[src/rtl/spi_pkg.sv]
// Shared types and helpers for the SPI master clock generator.
package spi_pkg;

    // Frame sequencing states; LEAD and TRAIL are only reachable when the
    // setup/hold guard is compiled in.
    typedef enum logic [1:0] {
        ST_IDLE   = 2'd0,
        ST_LEAD   = 2'd1,
        ST_TOGGLE = 2'd2,
        ST_TRAIL  = 2'd3
    } clkgen_state_t;

    // Width of the SCLK edge counter: it must hold 0..2*frame_bits.
    function automatic int spi_edge_cnt_w(input int frame_bits);
        return $clog2(2 * frame_bits + 1);
    endfunction

    // Edge counter width for the default 8-bit frame.
    localparam int SPI_EDGE_CNT_W = spi_edge_cnt_w(8);

endpackage

[src/rtl/spi_div_counter.sv]
// Loadable down counter: emits a one-cycle tick when it reaches zero and
// reloads itself with reload_val in that same cycle.
module spi_div_counter #(
    parameter int WIDTH = 8
) (
    input  logic             pclk,
    input  logic             presetn,
    input  logic             load,
    input  logic             enable,
    input  logic [WIDTH-1:0] load_val,
    input  logic [WIDTH-1:0] reload_val,
    output logic             tick
);

    logic [WIDTH-1:0] cnt;

    assign tick = enable && (cnt == '0);

    // Count down while enabled; an explicit load always wins.
    always_ff @(posedge pclk or negedge presetn) begin
        if (!presetn) begin
            cnt <= '0;
        end else if (load) begin
            cnt <= load_val;
        end else if (enable) begin
            cnt <= (cnt == '0) ? reload_val : cnt - WIDTH'(1);
        end
    end

endmodule

[src/rtl/spi_clk_gen.sv]
// SPI master serial-clock generator. One start produces a frame of
// 2*FRAME_BITS SCLK edges plus pclk-domain sample/transmit/finish strobes.
// Optional setup/hold half-periods around the frame are enabled by defining
// the macro SPI_CLKGEN_GUARD_EN.
//
// Handshake: start is a request sampled only while idle (busy=0 or the
// transfer_finish cycle); requests seen while busy are dropped, nothing
// is queued.
module spi_clk_gen
    import spi_pkg::*;
#(
    parameter int DIV_WIDTH  = 8,
    parameter int FRAME_BITS = 8
) (
    input  logic                 pclk,
    input  logic                 presetn,
    input  logic                 start,
    input  logic                 cpol,
    input  logic                 cpha,
    input  logic [DIV_WIDTH-1:0] clk_div,
    output logic                 sclk_out,
    output logic                 busy,
    output logic                 sample_edge,
    output logic                 transmit_edge,
    output logic                 transfer_finish
);

    localparam int EDGE_W = spi_edge_cnt_w(FRAME_BITS);
    localparam logic [EDGE_W-1:0] LAST_EDGE = EDGE_W'(2 * FRAME_BITS);

`ifdef SPI_CLKGEN_GUARD_EN
    localparam bit GUARD_EN = 1'b1;
`else
    localparam bit GUARD_EN = 1'b0;
`endif

    clkgen_state_t        state, state_d;
    logic [EDGE_W-1:0]    k, k_d, edge_num;
    logic                 cap_cpol, cap_cpha;
    logic [DIV_WIDTH-1:0] cap_div;
    logic                 accept, tick;
    logic                 sclk_d, busy_d, sample_d, transmit_d, finish_d;

    assign accept   = (state == ST_IDLE) && start;
    assign edge_num = k + EDGE_W'(1);

    spi_div_counter #(
        .WIDTH (DIV_WIDTH)
    ) u_div (
        .pclk       (pclk),
        .presetn    (presetn),
        .load       (accept),
        .enable     (state != ST_IDLE),
        .load_val   (clk_div),
        .reload_val (cap_div),
        .tick       (tick)
    );

    // FSM state register.
    always_ff @(posedge pclk or negedge presetn) begin
        if (!presetn) begin
            state <= ST_IDLE;
        end else begin
            state <= state_d;
        end
    end

    // Next state and next values of the registered outputs.
    always_comb begin
        state_d    = state;
        k_d        = k;
        sclk_d     = sclk_out;
        sample_d   = 1'b0;
        transmit_d = 1'b0;
        finish_d   = 1'b0;
        case (state)
            ST_IDLE: begin
                sclk_d = cpol;
                k_d    = '0;
                if (start) begin
                    // With cpha=0 the first MOSI bit must be on the line
                    // before edge 1 samples it.
                    transmit_d = !cpha;
                    state_d    = GUARD_EN ? ST_LEAD : ST_TOGGLE;
                end
            end
            ST_LEAD: begin
                if (tick) begin
                    state_d = ST_TOGGLE;
                end
            end
            ST_TOGGLE: begin
                if (tick) begin
                    sclk_d = ~sclk_out;
                    k_d    = edge_num;
                    if (cap_cpha) begin
                        transmit_d = edge_num[0];
                        sample_d   = ~edge_num[0];
                    end else begin
                        sample_d   = edge_num[0];
                        transmit_d = ~edge_num[0] && (edge_num != LAST_EDGE);
                    end
                    if (edge_num == LAST_EDGE) begin
                        sclk_d   = cap_cpol;
                        state_d  = GUARD_EN ? ST_TRAIL : ST_IDLE;
                        finish_d = !GUARD_EN;
                    end
                end
            end
            ST_TRAIL: begin
                if (tick) begin
                    state_d  = ST_IDLE;
                    finish_d = 1'b1;
                end
            end
            default: begin
                state_d = ST_IDLE;
            end
        endcase
        busy_d = (state_d != ST_IDLE);
    end

    // Output, edge-counter and captured-setting registers.
    always_ff @(posedge pclk or negedge presetn) begin
        if (!presetn) begin
            k               <= '0;
            sclk_out        <= 1'b0;
            busy            <= 1'b0;
            sample_edge     <= 1'b0;
            transmit_edge   <= 1'b0;
            transfer_finish <= 1'b0;
            cap_cpol        <= 1'b0;
            cap_cpha        <= 1'b0;
            cap_div         <= '0;
        end else begin
            k               <= k_d;
            sclk_out        <= sclk_d;
            busy            <= busy_d;
            sample_edge     <= sample_d;
            transmit_edge   <= transmit_d;
            transfer_finish <= finish_d;
            if (accept) begin
                cap_cpol <= cpol;
                cap_cpha <= cpha;
                cap_div  <= clk_div;
            end
        end
    end

endmodule
[config.mk]
export PLATFORM = sky130hd
export DESIGN_NAME = spi_clk_gen
export DESIGN_NICKNAME = d
export VERILOG_FILES = /design/src/rtl/spi_pkg.sv /design/src/rtl/spi_div_counter.sv /design/src/rtl/spi_clk_gen.sv
export SDC_FILE = /design/constraint.sdc
export NUM_CORES = 1
export LEC_CHECK = 0
export ABC_AREA = 1
export BUFFER_PORTS_ARGS = -buffer_cell sky130_fd_sc_hd__clkbuf_2
export CAP_MARGIN = 20
export CORE_ASPECT_RATIO = 1.2
export CORE_MARGIN = 3
export CORE_UTILIZATION = 35
export DETAILED_ROUTE_END_ITERATION = 8
export HOLD_SLACK_MARGIN = 0.08
export SKIP_CTS_REPAIR_TIMING = 1
export SLEW_MARGIN = 20
export SYNTH_ARGS = -nofsm -noshare
export SYNTH_HDL_FRONTEND = slang
export SYNTH_SLANG_ARGS = --single-unit
[constraint.sdc]
create_clock -name pclk -period 3.45 [get_ports pclk]
set_input_delay 0.345 -clock pclk [delete_from_list [all_inputs] [get_ports pclk]]
set_output_delay 0.345 -clock pclk [all_outputs]
set_load 0.05 [all_outputs]
# After elaboration in Yosys (flattened, before gate mapping)

Index checks and enable logic that the tools add are counted.
Widths: inputs -> output; s select.

Output and inout bits: 5
Logic and storage cells: 57
Register bits after elaboration: 30

Muxes and demuxes: 25
Add/sub/neg operators: 2
Reduce and logical (&&, ||, !) cells: 11
Bitwise operators: 2
Equal/unequal tests: 6

Operators by type and width:

| kind                | count |
|---|---|
| $mux 8              | 3 |
| $mux 1              | 11 |
| $mux 2              | 5 |
| $pmux 5 s2          | 1 |
| $logic_not 8->1     | 1 |
| $pmux 2 s4          | 1 |
| $reduce_bool 2->1   | 4 |
| $sub 8x1->8 const B | 1 |
| $pmux 1 s2          | 3 |
| $add 5x1->5 const B | 1 |
| $eq 5x5->1 const B  | 1 |
| $mux 5              | 1 |
| $ne 5x5->1 const B  | 1 |
| $eq 2x2->1 const B  | 2 |
| $logic_and 1x1->1   | 3 |
| $eq 2x1->1 const B  | 1 |
| $logic_not 2->1     | 1 |
| $ne 2x2->1 const B  | 1 |
| $not 1->1           | 2 |
| $reduce_and 2->1    | 1 |
| $logic_not 1->1     | 1 |

# Depth between registers and ports, before layout

Gate-level depths: netlist of run 1.

Word-level depth: 6
Gate-level depth with buffers: 10
Depth with buffers taken out: 10

# Cells and area by module

From an unflattened synthesis of run 1, not the netlist that was laid out.

Cell total of the unflattened synthesis: 215
Area total of the unflattened synthesis: 1645.3 µm²

Modules (own cells, without submodules):

| module          | cells an instance | sequential area each (µm²) | instances | area an instance (µm²) |
|---|---|---|---|---|
| spi_clk_gen     | 111               | 550.5                      | 1         | 955.9 |
| spi_div_counter | 104               | 200.2                      | 1         | 689.4 |

# Worst setup path before layout of run 1

Ideal clock, no wire load.

Path kind: flip-flop to flip-flop
From: register u_div.cnt[0]
To: register sclk_out
Data required time: 3.326 ns
Library setup time: 0.124 ns
Path slack: 2.076 ns
Cell stages (with the launch flop): 10
Arrival time: 1.250 ns
Path through: dfrtp_1 -> inv_1 -> ha_1 -> nand2_2 -> nor2_4 -> nand2_2 -> nor2_4 -> inv_2 -> o21ai_0 -> a21oi_2

Cells in the longest elaborated chain, start to end: 4

Ends and longest elaborated chain:

| what                       | line                  | source |
|---|---|---|
| from (decl)                | spi_div_counter.sv:15 | `logic [WIDTH-1:0] cnt;` |
| from (signal assigned)     | spi_div_counter.sv:24 | `cnt <= load_val;` |
| from (signal assigned)     | spi_div_counter.sv:26 | `cnt <= (cnt == '0) ? reload_val : cnt - WIDTH'(1);` |
| $logic_not 8->1            | spi_div_counter.sv:17 | `assign tick = enable && (cnt == '0);` |
| $logic_and 1x1->1          | spi_div_counter.sv:17 |  |
| $ne 2x2->1 (no line)       | n/a                   |  |
| $reduce_and 2->1 (no line) | n/a                   |  |
| to (signal assigned)       | spi_clk_gen.sv:137    | `sclk_out <= sclk_d;` |
| to (decl)                  | spi_clk_gen.sv:21     | `output logic sclk_out,` |

No other way between the ends.
A chain may end at the register's enable or synchronous reset.

# Worst setup path after layout of run 1

From: register state[1]
To: register u_div.cnt[2]

Cells in the longest elaborated chain, start to end: 3
Elaborated cells between the ends (all ways): 5
Classes of those cells: 1 x mux; 4 x reduce/logical

Ends and longest elaborated chain:

| what                                        | line              | source |
|---|---|---|
| from (decl)                                 | spi_clk_gen.sv:37 | `clkgen_state_t state, state_d;` |
| from (signal assigned)                      | spi_clk_gen.sv:64 | `state <= state_d;` |
| $logic_not 2->1                             | spi_clk_gen.sv:44 | `assign accept = (state == ST_IDLE) && start;` |
| $logic_and 1x1->1                           | spi_clk_gen.sv:44 |  |
| $mux 8 or $reduce_bool 2->1 (tied branches) | n/a               |  |

Several ways; a longest one is shown, not always the timed one.

==> results_dict.tcl, run 1 <==
set metrics [dict create \
    htreeDepth 2 \
    synth.distinct_cells 23 \
    cp_cell_sequence "inv_1 > nand2_4 > nor2_4 > inv_2 > nand2_1 > o21ai_1 > o21ai_1 > a22oi_1" \
    synth-xor-area-share_pct 2.233 \
    r2r-start "state[1]$_DFF_PN0_" \
    cts_tree "yes" \
    cpMostUsedCell "o21ai_1" \
    design_area_sq_um 1779 \
    synthSimpleGateAreaFrac_pct 22.17 \
    cts.path.max_buffers 2 \
    routabilityCongestion 0.8497 \
    critical_path.top_delay_family "simple AND/OR/NAND/NOR gates" \
    cpPeakStageDelay_ns 0.42 \
    drtAntennaViolNets 0 \
    die_w_um 67.12 \
    synth_seq_cells 30 \
    synth_fa_ha_area_share_pct 2.392 \
    r2r_cells 8 \
    finalHoldViolCount 0 \
    setup_violations 0 \
    via_count 1306 \
    dp.cells 263 \
    cts.sinks 30 \
    finalPower_mw 1.044 \
    yosys.area.top_type "dfrtp_1" \
    slowest_stage "nor2_4" \
    power.density_nw_per_um2 586.8 \
    first_global_vias 1266 \
    core_sq_um 4294 \
    row_count 26 \
    grt_antenna_before_repair 0 \
    postPlaceCellArea_sq_um 1703 \
    fin_util_pct 41.43 \
    place_ws_ns 1.725 \
    synth_mux_area_share_pct 0 \
    grt_max_degree 31 \
    crit_buf_inv 2 \
    drv_cap 0 \
    r2r_end "u_div.cnt[2]$_DFFE_PN0P_" \
    drc 0 \
    tightest_slew_ns 0.7425 \
    syn_to_final_growth_pct 13.40 \
    reg2reg_setup_slack_ns 1.76 \
    synth_compound_area_share_pct 17.30 \
    grt_usage_pct 13.88 \
    mostFrequentLayoutCells "nand2_1 (43), dfrtp_1 (30), inv_1 (24)" \
    synth_top_area_share_pct 47.85 \
    slew_viol_final 0 \
    rsz0062_at_grt "no" \
    dp_hpwl_um 2290 \
    stdcell_count 270 \
    fmaxAchievable_ghz 0.5904 \
    synth_top_family_by_area "simple AND/OR/NAND/NOR gates" \
    syn_nets 209 \
    hold_slack_ns 0.1170 \
    wirelength_um 3193 \
    io_buffers 17 \
    grt_first_pass_wirelength_um 5602 \
    netlist_area_sq_um 1569 \
    clockRootBuffer "clkbuf_8" \
    mostFrequentLayoutCell "nand2_1" \
    drive_gt1_share_pct 17.29 \
    critPathArrivalTime_ns 1.82 \
    cts.clk_slew.worst_paths_ns 0.06 \
    vias_per_cell 4.837 \
    outcome "completed" \
    numCtsBuffers 5 \
    seq_area_frac_synth_pct 47.85 \
    diodes 0 \
    slew_headroom_pct 50.50 \
    design.die.area_sq_um 5326 \
    ys_warn_count 0 \
    initial_core_util_pct 36.54 \
    drt_first_pass_iters 4 \
    path_class "reg -> reg" \
    clk_latency_ns 0.28 \
    postLayoutSetupSlackWorst_ns 1.756 \
    cp.required_ns 3.58 \
    io_pins 18 \
    die_h_um 79.35 \
    peakVddDrop_mv 0.2950 \
    period_share_pct 49.10 \
    p_leak_nw 0.8925 \
    overflow 0 \
    wl_per_cell_um 11.83 \
    synth_area_per_cell_sq_um 8.130 \
    worst-path-max-fanout 25 \
    yosys-top-cells-area "dfrtp_1 (48%), nand2_1 (10%), o21ai_0 (6.4%), inv_1 (5.7%), nor2_1 (3.6%)" \
    drtIter0Drc 70 \
    final_nets 230 \
    fin_skew_ns 0.003220 \
    fillers 460 \
    min_period_ns 1.694 \
    setup_tns_ns 0 \
    cp-start-kind "flop" \
    end_kind "flop" \
    hold_class "in -> async" \
    synthCells 193 \
]
==> cell type report <==
cell class / instances / area [sq um] / share of cell area (%)
clock buffer: 7 / 76.32 / 4.290
inverter: 28 / 105.1 / 5.907
multi-input combinational: 132 / 691.9 / 38.89
sequential: 30 / 750.7 / 42.19
tap: 56 / 70.07 / 3.938
timing repair buffer: 17 / 85.08 / 4.782
==> power breakdown <==
group | switching (mW) | internal [mW] | total, mW
Combinational | 0.183 | 0.120 | 0.302
Sequential | 0.0600 | 0.423 | 0.483
Clock | 0.120 | 0.138 | 0.259
Total | 0.363 | 0.681 | 1.04
==> worst register-to-register path, cell delays in order (launching register included) <==
cell	delay [ns]
dfrtp_1	0.40
inv_1	0.13
nand2_4	0.09
nor2_4	0.42
inv_2	0.15
nand2_1	0.12
o21ai_1	0.06
o21ai_1	0.09
a22oi_1	0.08
==> cells in the mapped netlist <==
library cell,n
o21ai_1,8
a21oi_1,9
inv_2,4
nor2_2,2
a21oi_2,1
o22ai_1,2
o211ai_1,1
buf_2,2
dfrtp_1,30
nand2_2,3
ha_1,3
buf_6,1
nor2_4,3
nand3_1,7
nor2_1,15
xor2_1,4
nand2_4,1
o21ai_0,20
inv_1,24
a22oi_1,6
nand2_1,43
o31ai_2,1
nand4_1,3
==> worst max-delay path by stage <==
stage                                   from                        to  slack (ns)  cells after the start
CTS                       state[1]$_DFF_PN0_  u_div.cnt[2]$_DFFE_PN0P_        1.74                      8
detailed placement                     start  u_div.cnt[2]$_DFFE_PN0P_        1.72                      8
floorplan           u_div.cnt[0]$_DFFE_PN0P_      sclk_out$_DFFE_PN0P_        2.08                      9
finish                    state[1]$_DFF_PN0_  u_div.cnt[2]$_DFFE_PN0P_        1.76                      8
global placement                       start  u_div.cnt[2]$_DFFE_PN0P_        1.79                      8
global route        u_div.cnt[0]$_DFFE_PN0P_      sclk_out$_DFFE_PN0P_        1.54                     10
==> logic make-up after synthesis <==
| logic type | Yosys count |
|---|---|
| flip-flops | 30 |
| buffers and inverters | 31 |
| adder cells (fa/ha/maj) | 3 |
| AND/OR/NAND/NOR | 77 |
| AO/OA/AOI/OAI | 48 |
| XOR/XNOR | 4 |
==> flip-flops by register name, indices dropped and copies added, names as in the netlist <==
| name | count |
|---|---|
| transfer_finish | 1 |
| busy | 1 |
| cap_cpol | 1 |
| sample_edge | 1 |
| cap_cpha | 1 |
| cap_div | 8 |
| u_div.cnt | 8 |
| k | 5 |
| state | 2 |
| transmit_edge | 1 |
| sclk_out | 1 |
==> layer usage <==
layer	wire length, um	vias up	share of wire, %	GRT usage, %
met3	128	8	4.0	3.960
met1	1436	607	45	17.38
met4	52	0	1.6	5.274
met2	1576	20	49	22.32
li1	-	671	-	-
met5	0	-	0	0
(Power assumes the default switching activity.)
==> run 2: changes to the inputs <==
- ABC_AREA: 1 -> 0
- clock period: 3.45 -> 1.4 ns (I/O delays scaled with it)
==> run 2 against run 1 <==
Against the previous run: the flow now finishes with violations (negative setup slack); wire length is 26% higher; highest routed layer unchanged; critical path depth is 2 lower; largest cell class is now multi-input gates; critical endpoint is now k[0]$_DFFE_PN0P_; non-clock buffer count is 39 higher; utilization is 10 points higher; combinational power grew to 4.9 times the previous value; synthesized cell count is 19% lower; clock power grew to 2.8 times the previous value; largest power group is now combinational logic; first-iteration DRC count is 23% higher; worst setup slack worse by 2.2 ns.
==> results_dict.tcl, run 2 <==
set metrics [dict create \
    outcome "finished with violations" \
    violations "negative setup slack" \
    slew_viol_final 0 \
    synth_most_common_cell "dfrtp_1" \
    hold_class "in -> reg" \
    io_buffers 17 \
    cpPeakStageDelay_ns 0.40 \
    p_leak_nw 1.059 \
    clockRootBuffer "clkbuf_8" \
    synth_top_area_share_pct 46.69 \
    fillers 430 \
    synthCells 157 \
    ys_warn_count 0 \
    setup_violations 20 \
    reg2reg_setup_slack_ns -0.43 \
    cts_tree "yes" \
    fin_skew_ns 0.003829 \
    peakVddDrop_mv 0.8567 \
    worst-path-max-fanout 6 \
    tightest_slew_ns 0.4307 \
    finalPower_mw 3.390 \
    drt_first_pass_iters 4 \
    synth_commonest_cells "dfrtp_1 (30), nand2_1 (13), mux2_2 (12)" \
    fmaxAchievable_ghz 0.5454 \
    wl_per_cell_um 15.01 \
    clk_latency_ns 0.28 \
    ys.flop_type "dfrtp_1" \
    synth_area_per_cell_sq_um 10.24 \
    slew_headroom_pct 71.29 \
    r2r_cells 6 \
    diodes 0 \
    synth.distinct_cells 46 \
    syn_nets 173 \
    synth_mux_area_share_pct 10.89 \
    drc 0 \
    end_kind "flop" \
    drtAntennaViolNets 0 \
    io_pins 18 \
    die_w_um 67.87 \
    row_count 26 \
    first_global_vias 1445 \
    htreeDepth 2 \
    overflow 0 \
    yosys.area.top_type "dfrtp_1" \
    netlist_area_sq_um 1608 \
    synth_edf_count 0 \
    numCtsBuffers 5 \
    multi_input_area_sq_um 899.6 \
    die_h_um 80.25 \
    cts.path.max_buffers 2 \
    final_nets 227 \
    dp_hpwl_um 2955 \
    cts.clk_slew.worst_paths_ns 0.07 \
    mostFrequentLayoutCells "buf_4 (33), dfrtp_1 (30), clkbuf_2 (17)" \
    drv_cap 0 \
    synth_seq_cells 30 \
    syn_to_final_growth_pct 39.69 \
    routabilityCongestion 0.8734 \
    cts.sinks 30 \
    synthArstFlopShare_pct 100.0 \
    cp.required_ns 1.57 \
    via_count 1452 \
    cp_cell_sequence "inv_2 > ha_4 > or3b_4 > or2_4 > mux2_4 > a22o_1" \
    path_class "reg -> reg" \
    cp-start-kind "flop" \
    design.die.area_sq_um 5446 \
    seq_area_frac_synth_pct 46.69 \
    vias_per_cell 5.418 \
    synth_top_family_by_area "compound AO/OA/AOI/OAI gates" \
    power.density_nw_per_um2 1509 \
    finalHoldViolCount 0 \
    initial_core_util_pct 36.88 \
    synth-xor-area-share_pct 2.179 \
    critPathArrivalTime_ns 2.01 \
    mostFrequentLayoutCell "buf_4" \
    min_period_ns 1.834 \
    slowest_stage "or3b_4" \
    whs_path_depth 2 \
    grt_first_pass_wirelength_um 6741 \
    top_regs "cap_div: 8 flops, u_div.cnt: 8 flops, k: 5 flops" \
    yosys-top-cells-area "dfrtp_1 (47%), mux2_2 (8.4%), o21ai_0 (3.1%), nand2_1 (3.0%), mux2i_1 (2.5%)" \
    core_sq_um 4359 \
    drive_gt1_share_pct 43.40 \
    synth_compound_area_share_pct 18.60 \
    drtIter0Drc 86 \
    grt_max_degree 17 \
    period_share_pct 131.0 \
    final-seq-area_sq_um 750.7 \
    postLayoutSetupSlackWorst_ns -0.4336 \
    grt_antenna_before_repair 0 \
    grt_usage_pct 16.16 \
    place_ws_ns -0.4768 \
    synth_fa_ha_area_share_pct 2.335 \
    wirelength_um 4024 \
    rsz0062_at_grt "yes" \
    synthSimpleGateAreaFrac_pct 15.72 \
]
-- run 2: cell types whose count changed after synthesis, sizes merged, moves of 6 or more --
cell    before  now
o21ai       28   10
inv         28    4
nand2       47   13
a21oi       10    4
nor2        20    6
clkbuf       0    6
mux2         0   12
-- run 2: kinds of logic after synthesis --
group | Yosys count
simple gates | 48
compound gates | 43
fa+ha+maj | 3
mux | 16
flops | 30
xor+xnor | 4
buf+inv | 13
-- run 2: path summary, 6_finish.rpt --
check	from	endpoint
worst max-delay path	u_div.cnt[0]$_DFFE_PN0P_	k[0]$_DFFE_PN0P_
worst min-delay path	clk_div[6]	cap_div[6]$_DFFE_PN0P_
worst max register to register	u_div.cnt[0]$_DFFE_PN0P_	k[0]$_DFFE_PN0P_
worst min register to register	cap_div[5]$_DFFE_PN0P_	cap_div[5]$_DFFE_PN0P_
max in group asynchronous	presetn	cap_div[0]$_DFFE_PN0P_
min in group asynchronous	presetn	k[1]$_DFFE_PN0P_
-- run 2: routing by layer --
metal	wire [um]	up-vias	track usage (%)
met5	0	-	0
met4	51	0	5.368
met3	154	5	3.916
met2	2169	29	28.14
met1	1648	728	19.06
li1	-	690	-
-- run 2: layout make-up --
type	count	area share [%]
clock buffer	6	3.677
clock inverter	2	0.5571
inverter	4	0.6685
multi-input combinational	114	40.06
sequential	30	33.43
tap	56	3.120
timing repair buffer	56	18.50
-- run 2: report_power, final --
| part | total, mW | internal [mW] | leakage (nW) | switching, mW |
|---|---|---|---|---|
| Clock | 0.736 | 0.395 | 0.0472 | 0.342 |
| Sequential | 1.17 | 1.05 | 0.378 | 0.124 |
| Combinational | 1.48 | 0.780 | 0.634 | 0.702 |
-- run 2: worst max-delay path, delay by kind of cell, from the launching register on --
family          cells  cell delay, ns
flops               1            0.39
fa+ha+maj           1            0.13
mux                 1            0.26
simple gates        2            0.68
compound gates      1            0.18
buf+inv             1            0.09
-- run 2: stage by stage --
step                      area (sq um)  setup TNS [ns]  hold slack [ns]  utilization [%]  instances
after global routing              2246          -8.495           0.1080            51.52        268
after detailed placement          2072          -7.544          0.09302            47.53        257
final                             2246          -6.626           0.1051            51.52        268
after CTS                         2167          -7.910          -0.2116            49.71        265
after floorplan                   1680          -7.415          -0.1556                -        157
after global placement            2072          -6.707          0.09519            47.53        257
==> run 3: changes to the inputs <==
- ABC_AREA: 0 -> unset
- CELL_PAD_IN_SITES_DETAIL_PLACEMENT: unset -> 1
- CELL_PAD_IN_SITES_GLOBAL_PLACEMENT: unset -> 1
- PLACE_DENSITY_LB_ADDON: unset -> 0.1
==> run 3 against run 2 <==
Against the previous run: the run still ends with negative setup slack left; cell count is 0.37% higher; flip-flop and latch count stayed put; design area is 2.5% lower; sequential power hardly changed; non-clock buffer count is 1 higher; worst setup slack worse by 0.016 ns; combinational power hardly changed; highest routed layer unchanged; global-route usage is 0.81 points higher.
==> results_dict.tcl, run 3 (synthesis gave the netlist of run 2 again) <==
set metrics [dict create \
    io_buffers 17 \
    wirelength_um 4222 \
    worst-path-max-fanout 6 \
    r2r_cells 7 \
    initial_core_util_pct 36.88 \
    drv_cap 0 \
    outcome "finished with violations" \
    cp.required_ns 1.56 \
    via_count 1429 \
    mostFrequentLayoutCell "buf_4" \
    io_pins 18 \
    clockRootBuffer "clkbuf_8" \
    power.density_nw_per_um2 1548 \
    r2r-start "u_div.cnt[0]$_DFFE_PN0P_" \
    mostFrequentLayoutCells "buf_4 (37), dfrtp_1 (30), clkbuf_2 (17)" \
    core_sq_um 4359 \
    min-delay-start "clk_div[7]" \
    vias_per_cell 5.312 \
    first_global_vias 1471 \
    end_kind "flop" \
    grt_max_degree 31 \
    setup_violations 20 \
    critPathArrivalTime_ns 2.01 \
    postLayoutSetupSlackWorst_ns -0.4493 \
    grt_first_pass_wirelength_um 6879 \
    rsz0062_at_grt "yes" \
    htreeDepth 2 \
    row_count 26 \
    cts_tree "yes" \
    path_class "reg -> reg" \
    setup_tns_ns -6.941 \
    syn_to_final_growth_pct 36.26 \
    fin_util_pct 50.26 \
    clk_latency_ns 0.28 \
    overflow 0 \
    design.die.area_sq_um 5446 \
    hold_slack_ns 0.1014 \
    p_leak_nw 1.047 \
    drc 0 \
    hold_class "in -> reg" \
    whs_path_depth 2 \
    slew_viol_final 0 \
    finalPower_mw 3.392 \
    cp-start-kind "flop" \
    die_w_um 67.87 \
    grt_usage_pct 16.97 \
    peakVddDrop_mv 0.7641 \
    period_share_pct 132.1 \
    reg2reg_setup_slack_ns -0.45 \
    diodes 0 \
    cts.sinks 30 \
    numCtsBuffers 5 \
    top_regs "cap_div: 8 flops, u_div.cnt: 8 flops, k: 5 flops" \
    drive_gt1_share_pct 41.31 \
    final_nets 228 \
    drtAntennaViolNets 0 \
    cts.clk_slew.worst_paths_ns 0.07 \
    drt_first_pass_iters 4 \
    wl_per_cell_um 15.70 \
    violations "negative setup slack" \
    tightest_slew_ns 0.3905 \
    dp_hpwl_um 3187 \
    min_period_ns 1.849 \
    fin_skew_ns 0.006091 \
    routabilityCongestion 0.8636 \
    slew_headroom_pct 73.96 \
    crit_start "u_div.cnt[0]$_DFFE_PN0P_" \
    die_h_um 80.25 \
    fmaxAchievable_ghz 0.5407 \
    cts.path.max_buffers 2 \
    grt_antenna_before_repair 0 \
    finalHoldViolCount 0 \
    drtIter0Drc 30 \
]
## run 3: cell count changes in the layout (fill, tap and decap cells not counted), moves of 2 or more
cell,change
o21ai_1,+2
buf_12,-2
buf_4,+4
o21ai_2,-2
## run 3: routing by layer
layer	GRT usage [%]	part of all wire [%]
met5	0	0
met1	18.54	42
met2	31.16	53
met3	4.336	2.8
met4	5.368	1.9
## run 3: final timing paths
check	to
max	u_div.cnt[2]$_DFFE_PN0P_
min	cap_div[7]$_DFFE_PN0P_
max reg2reg	u_div.cnt[2]$_DFFE_PN0P_
max in group asynchronous	busy$_DFF_PN0_
min in group asynchronous	sample_edge$_DFF_PN0_
min reg2reg	cap_div[5]$_DFFE_PN0P_
## run 3: final cells by class
cell class	instances	area, sq um
fillers	510	2168
multi-input cells	114	869.6
flip-flops and latches	30	750.7
repair buffers	57	394.1
clock buffers	7	86.33
well taps	56	70.07
inverters	4	15.01
clock inverters	1	5.005
## run 3: report_power, final
group / switching (mW) / internal, mW / leakage, nW
Combinational: 0.711 / 0.780 / 0.621
Clock: 0.333 / 0.396 / 0.0482
Sequential: 0.123 / 1.05 / 0.378
Total: 1.17 / 2.22 / 1.05
## run 3: through the flow
stage	std cells	cell area, sq um	worst slack (ns)
2_1_floorplan	157	1680	-0.5078
3_3_place_gp	257	2047	-0.4233
3_5_place_dp	257	2047	-0.4674
4_1_cts	265	2138	-0.4833
5_1_grt	269	2191	-0.5086
6_report	269	2191	-0.4493
## run 3: critical path: stages, from the launching register on
cell	delay, ns
dfrtp_1	0.40
inv_2	0.08
ha_4	0.13
or3b_4	0.40
or2_4	0.26
buf_4	0.16
o211ai_1	0.20
o21ai_1	0.09
